===== src/rtl/axi4_tlp_demux.sv =====
// Steers whole TLP packets from one de-straddled 512-bit AXI-Stream input to one of NUM_M
// master ports, chosen by the destination field in the first beat; out-of-range packets are discarded and counted.
module axi4_tlp_demux #(
    parameter int AXI_TUSER_L = 161,
    parameter int NUM_M       = 4,
    parameter int DEST_LSB    = 112,
    parameter int DEST_W      = 3
) (
    input  logic                   ACLK,
    input  logic                   ARESET,
    input  logic [511:0]           S_AXIS_TDATA,
    input  logic [15:0]            S_AXIS_TKEEP,
    input  logic [AXI_TUSER_L-1:0] S_AXIS_TUSER,
    input  logic                   S_AXIS_TLAST,
    input  logic                   S_AXIS_TVALID,
    output logic                   S_AXIS_TREADY,
    output logic [511:0]           M_AXIS_TDATA,
    output logic [15:0]            M_AXIS_TKEEP,
    output logic [AXI_TUSER_L-1:0] M_AXIS_TUSER,
    output logic                   M_AXIS_TLAST,
    output logic [NUM_M-1:0]       M_AXIS_TVALID,
    input  logic [NUM_M-1:0]       M_AXIS_TREADY,
    output logic [15:0]            drop_count,
    output logic                   error_bad_dest
);

    typedef enum logic [1:0] {
        ST_IDLE = 2'd0,
        ST_FWD  = 2'd1,
        ST_DROP = 2'd2
    } state_t;

    // One bit wider than the field so NUM_M == 2**DEST_W still compares correctly.
    localparam logic [DEST_W:0] NUM_M_C = (DEST_W + 1)'(NUM_M);

    state_t                 state_r;
    logic [DEST_W-1:0]      cur_dest_r;
    logic [NUM_M-1:0]       m_valid_r;
    logic [511:0]           m_data_r;
    logic [15:0]            m_keep_r;
    logic [AXI_TUSER_L-1:0] m_user_r;
    logic                   m_last_r;
    logic [15:0]            drop_count_r;
    logic                   error_bad_dest_r;

    logic [DEST_W-1:0]      dest_s;
    logic                   dest_ok_s;
    logic [DEST_W-1:0]      load_dest_s;
    logic [NUM_M-1:0]       load_onehot_s;
    logic                   drain_s;
    logic                   s_ready_s;
    logic                   s_hs_s;
    logic                   fwd_s;
    logic                   drop_first_s;

    // First-beat decode, handshake qualification and one-hot destination for the output register.
    always_comb begin
        dest_s        = S_AXIS_TDATA[DEST_LSB +: DEST_W];
        dest_ok_s     = ({1'b0, dest_s} < NUM_M_C);
        drain_s       = |(m_valid_r & M_AXIS_TREADY);
        s_ready_s     = (state_r == ST_DROP) || (m_valid_r == '0) || drain_s;
        s_hs_s        = S_AXIS_TVALID && s_ready_s;
        fwd_s         = s_hs_s && (((state_r == ST_IDLE) && dest_ok_s) || (state_r == ST_FWD));
        drop_first_s  = s_hs_s && (state_r == ST_IDLE) && !dest_ok_s;
        load_onehot_s = '0;
        if (state_r == ST_IDLE) begin
            load_dest_s = dest_s;
        end else begin
            load_dest_s = cur_dest_r;
        end
        for (int i = 0; i < NUM_M; i++) begin
            if (load_dest_s == DEST_W'(i)) begin
                load_onehot_s[i] = 1'b1;
            end else begin
                load_onehot_s[i] = 1'b0;
            end
        end
    end

    // Packet state machine, output register stage and drop accounting.
    always_ff @(posedge ACLK) begin
        if (ARESET) begin
            state_r          <= ST_IDLE;
            cur_dest_r       <= '0;
            m_valid_r        <= '0;
            m_data_r         <= '0;
            m_keep_r         <= '0;
            m_user_r         <= '0;
            m_last_r         <= 1'b0;
            drop_count_r     <= 16'd0;
            error_bad_dest_r <= 1'b0;
        end else begin
            if (fwd_s) begin
                m_valid_r <= load_onehot_s;
                m_data_r  <= S_AXIS_TDATA;
                m_keep_r  <= S_AXIS_TKEEP;
                m_user_r  <= S_AXIS_TUSER;
                m_last_r  <= S_AXIS_TLAST;
            end else if (drain_s) begin
                m_valid_r <= '0;
            end
            error_bad_dest_r <= drop_first_s;
            if (drop_first_s && (drop_count_r != 16'hFFFF)) begin
                drop_count_r <= drop_count_r + 16'd1;
            end
            case (state_r)
                ST_IDLE: begin
                    if (s_hs_s) begin
                        if (dest_ok_s) begin
                            cur_dest_r <= dest_s;
                            state_r    <= S_AXIS_TLAST ? ST_IDLE : ST_FWD;
                        end else begin
                            state_r    <= S_AXIS_TLAST ? ST_IDLE : ST_DROP;
                        end
                    end
                end
                ST_FWD, ST_DROP: begin
                    if (s_hs_s && S_AXIS_TLAST) begin
                        state_r <= ST_IDLE;
                    end
                end
                default: begin
                    state_r <= ST_IDLE;
                end
            endcase
        end
    end

    assign S_AXIS_TREADY  = s_ready_s;
    assign M_AXIS_TVALID  = m_valid_r;
    assign M_AXIS_TDATA   = m_data_r;
    assign M_AXIS_TKEEP   = m_keep_r;
    assign M_AXIS_TUSER   = m_user_r;
    assign M_AXIS_TLAST   = m_last_r;
    assign drop_count     = drop_count_r;
    assign error_bad_dest = error_bad_dest_r;

endmodule


===== config.mk =====
export PLATFORM = sky130hd
export DESIGN_NAME = axi4_tlp_demux
export DESIGN_NICKNAME = d
export VERILOG_FILES = /design/src/rtl/axi4_tlp_demux.sv
export SDC_FILE = /design/constraint.sdc
export NUM_CORES = 1
export LEC_CHECK = 0
export ABC_AREA = 1
export ABC_CLOCK_PERIOD_IN_PS = 2200
export BUFFER_PORTS_ARGS = -buffer_cell sky130_fd_sc_hd__buf_2
export CORE_AREA = 5 5 540 542
export CTS_CLUSTER_SIZE = 30
export DETAILED_ROUTE_END_ITERATION = 10
export DIE_AREA = 0 0 545 547
export PLACE_DENSITY = 0.34
export SKIP_LAST_GASP = 1
export SYNTH_ARGS = -nofsm -noshare
export SYNTH_HDL_FRONTEND = slang
export SYNTH_SLANG_ARGS = --single-unit

===== constraint.sdc =====
create_clock -name ACLK -period 2.2 [get_ports ACLK]
set_input_delay 0.11 -clock ACLK [delete_from_list [all_inputs] [get_ports ACLK]]
set_output_delay 0.11 -clock ACLK [all_outputs]
set_load 0.01 [all_outputs]

==> impl_metrics.env <==
export IMPL_status="finished clean"
export IMPL_path_max_fanout=50
export IMPL_worstHoldStart="S_AXIS_TDATA[92]"
export IMPL_dpl_hpwl_um=182000
export IMPL_dr_pass1_iters=6
export IMPL_num_vias=33333
export IMPL_synth_cell_types=26
export IMPL_synth_xor_area_share=0.00270
export IMPL_crit_chain="nor2_1 -> a21oi_4 -> a21oi_4 -> buf_12 -> buf_12 -> nand3_2 -> a21oi_1"
export IMPL_rsz0062_at_grt="true"
export IMPL_synth_fp_nets=4006
export IMPL_hold_ws_ps=113
export IMPL_power_density_mw_per_mm2=1070
export IMPL_hold_path_depth=4
export IMPL_synthToLayoutAreaGrowth_pct=77.7
export IMPL_synth_edf_count=0
export IMPL_fin_worst_skew_ps=59.4
export IMPL_finalCritPeriodShare=0.961
export IMPL_wl_per_cell_um=23.8
export IMPL_rr_startpoint="M_AXIS_TVALID[3]"
export IMPL_cts_root_buffer="clkbuf_16"
export IMPL_clock_fmax_ghz=0.473
export IMPL_crit_slowest_cell="dfxtp_1"
export IMPL_synth_area_leaders="dfxtp_1 (49%), nand3_2 (14%), a21oi_1 (12%), nand2_1 (9.9%), nand3_1 (5.2%)"
export IMPL_ctsHtreeMaxLevel=3
export IMPL_gr_total_overflow=0
export IMPL_layout_cells_non_filler=9336
export IMPL_hold_path_class="primary input to flip-flop"
export IMPL_max_slew_margin=0.558
export IMPL_setup_viol=0
export IMPL_ios=1409
export IMPL_start_util=0.102
export IMPL_ys_flop_type="dfxtp_1"
export IMPL_tightestPinTransition_ps=663
export IMPL_postSynthCellCount=3305
export IMPL_clk_insertion_delay_late_ps=820
export IMPL_cts_buffer_depth=4
export IMPL_synthTopCellsByCount="nand2_1 (766), dfxtp_1 (716), a21oi_1 (692)"
export IMPL_clock_sinks=716
export IMPL_cts_tree="built"
export IMPL_yosys_area_share_simple=0.297
export IMPL_rr_endpoint="M_AXIS_TDATA[348]"
export IMPL_drv_slew=0
export IMPL_core_area_mm2=0.286
export IMPL_drt_initial_drc_count=2054
export IMPL_crit_type="flip-flop to flip-flop"
export IMPL_yosysTopAreaCell="dfxtp_1"
export IMPL_grt_pass1_wl_um=289000
export IMPL_critPathMaxStageDelay_ps=340
export IMPL_dieArea_mm2=0.298
export IMPL_maxCapViolCount=0
export IMPL_cts_buffers=102
export IMPL_synth_top_family_by_area="simple AND/OR/NAND/NOR gates"
export IMPL_die_width_um=545
export IMPL_vias_per_cell=3.57
export IMPL_grt_start_max_net_pins=124
export IMPL_synth_avg_cell_area_um2=8.83
export IMPL_gp_congestion=0.877
export IMPL_antenna_found_initial=221
export IMPL_yosysMostFrequentCell="nand2_1"
export IMPL_nets=6122
export IMPL_ir_worst_vdd_uv=542
export IMPL_syn_area_mm2=0.0292
export IMPL_hold_viol=0
export IMPL_hold_path_end="M_AXIS_TDATA[92]"
export IMPL_wl_um=223000
export IMPL_synth_seq_area_share=0.491
export IMPL_timing_final_crit_period_ps=2110
export IMPL_postRouteAntennaNets=0
export IMPL_worst_r2r_path_depth=7
export IMPL_synth_area_mux_share=0
export IMPL_start_kind="flip-flop"
export IMPL_crit_required_ps=2900
export IMPL_drc=0
export IMPL_p_leak_nw=21.2
export IMPL_grtUsageTotal=0.139
export IMPL_path_clk_slew_ps=60
export IMPL_ys_warn_count=0
export IMPL_endpoint_kind="flip-flop"
export IMPL_grt_pass1_vias=33509
export IMPL_ys_ff_latch=716
export IMPL_synth_compound_area_frac=0.127
export IMPL_async_flop_share=0
export IMPL_rows=197
export IMPL_utilization=0.181
export IMPL_worstPathArrival_ps=2810
export IMPL_yosysTopAreaCellShare=0.491
export IMPL_r2r_setup_slack_ps=90
export IMPL_dp_cells=8361
export IMPL_drive_gt1_frac=0.400
export IMPL_synthAdderAreaFrac=0.00171
export IMPL_die_h_um=547
export IMPL_port_buffers=1408
==> layout by cell type (no fill, tap or decap), types with 2 or more instances in the layout <==
cell,netlist,final
xnor2_1,5,5
bufinv_16,0,6
clkinvlp_4,0,5
nand4_1,15,15
buf_12,0,46
buf_2,96,1406
dlygate4sd3_1,0,721
o21ai_0,6,6
buf_6,81,4
clkbuf_1,86,15
nand2_1,766,764
nor2_1,29,29
a21oi_4,1,2
nand3b_1,2,2
buf_16,0,10
dfxtp_1,716,715
a21oi_2,21,20
clkinv_2,0,20
nor2_2,2,2
clkbuf_8,0,24
clkinv_4,0,2
xor2_1,4,4
buf_4,22,125
nand3_2,402,402
nand3_1,302,302
inv_1,22,22
ha_1,4,4
inv_6,0,4
diode_2,0,58
a21oi_1,692,692
clkbuf_16,0,112
==> critical path, delay by kind of cell (launching register included) <==
kind	cells	cell delay (ps)
buf+inv	2	510
simple gates	2	490
compound gates	3	490
flops	1	340
==> flip-flops by register name, indices dropped and copies added, names as in the netlist <==
signal	cells
state_r	2
cur_dest_r	3
M_AXIS_TVALID	4
M_AXIS_TDATA	512
M_AXIS_TLAST	1
M_AXIS_TKEEP	16
M_AXIS_TUSER	161
drop_count	16
error_bad_dest	1
==> kinds of logic (layout without fill, tap and decap cells) <==
kind of cell    Yosys count  in the layout
compound gates          722            722
xor+xnor                  9              9
fa+ha+maj                 4              4
buf+inv                 334           2526
flops                   716            716
other cells               0             58
simple gates           1520           1520
==> stage by stage <==
| step | power, mW | instance area, um^2 | setup WS, ps | setup TNS [ps] |
|---|---|---|---|---|
| final | 55.3 | 51900 | 86.8 | 0 |
| after global routing | 58.4 | 51800 | -17.6 | -131 |
| after CTS | 55.8 | 51300 | 17.0 | 0 |
| after detailed placement | 37.1 | 40700 | 76.7 | 0 |
| after global placement | 37.0 | 40700 | 5.15 | 0 |
| after floorplan | 28.2 | 29200 | 562 | 0 |
==> power breakdown <==
| part | total [mW] | switching, mW | internal (mW) |
|---|---|---|---|
| registers | 17.0 | 1.43 | 15.6 |
| clock network | 16.8 | 6.84 | 10.0 |
| logic | 21.5 | 13.7 | 7.85 |
| total | 55.3 | 21.9 | 33.4 |
==> worst max path at each step <==
stage / start / endpoint / slack (ps) / cells after the start
2_1_floorplan: state_r[0] / M_AXIS_TDATA[86] / 560 / 9
3_3_place_gp: state_r[0] / M_AXIS_TDATA[461] / 5 / 9
3_5_place_dp: state_r[0] / M_AXIS_TDATA[461] / 80 / 9
4_1_cts: state_r[0] / S_AXIS_TREADY / 20 / 5
5_1_grt: state_r[0] / M_AXIS_TDATA[116] / -20 / 10
6_report: M_AXIS_TVALID[3] / M_AXIS_TDATA[348] / 90 / 7
==> layout make-up <==
class	count	area [um^2]
diodes	58	145
flip-flops and latches	716	14300
clock inverters	39	407
inverters	23	86.3
clock buffers	141	2940
well taps	3781	4730
repair buffers	2323	16700
multi-input cells	2255	12500
fillers	32309	235000
==> per-layer routing <==
metal / vias up / wire length (um) / GRT usage
li1: 15548 / - / -
met1: 15674 / 88900 / 0.161
met2: 1538 / 105000 / 0.238
met3: 465 / 21200 / 0.0539
met4: 108 / 6910 / 0.0367
met5: - / 670 / 0
==> timing repair <==
action                                  4_1_cts  5_1_grt
hold buffers                                721        0
pin swaps                                     0        1
setup buffers                                 1        5
endpoints found under the setup margin        1      170
gates resized for setup                       4       14
gates cloned                                  0       10
hold endpoints to repair                    716        0
No activity file was read; power rests on OpenSTA's default activity.
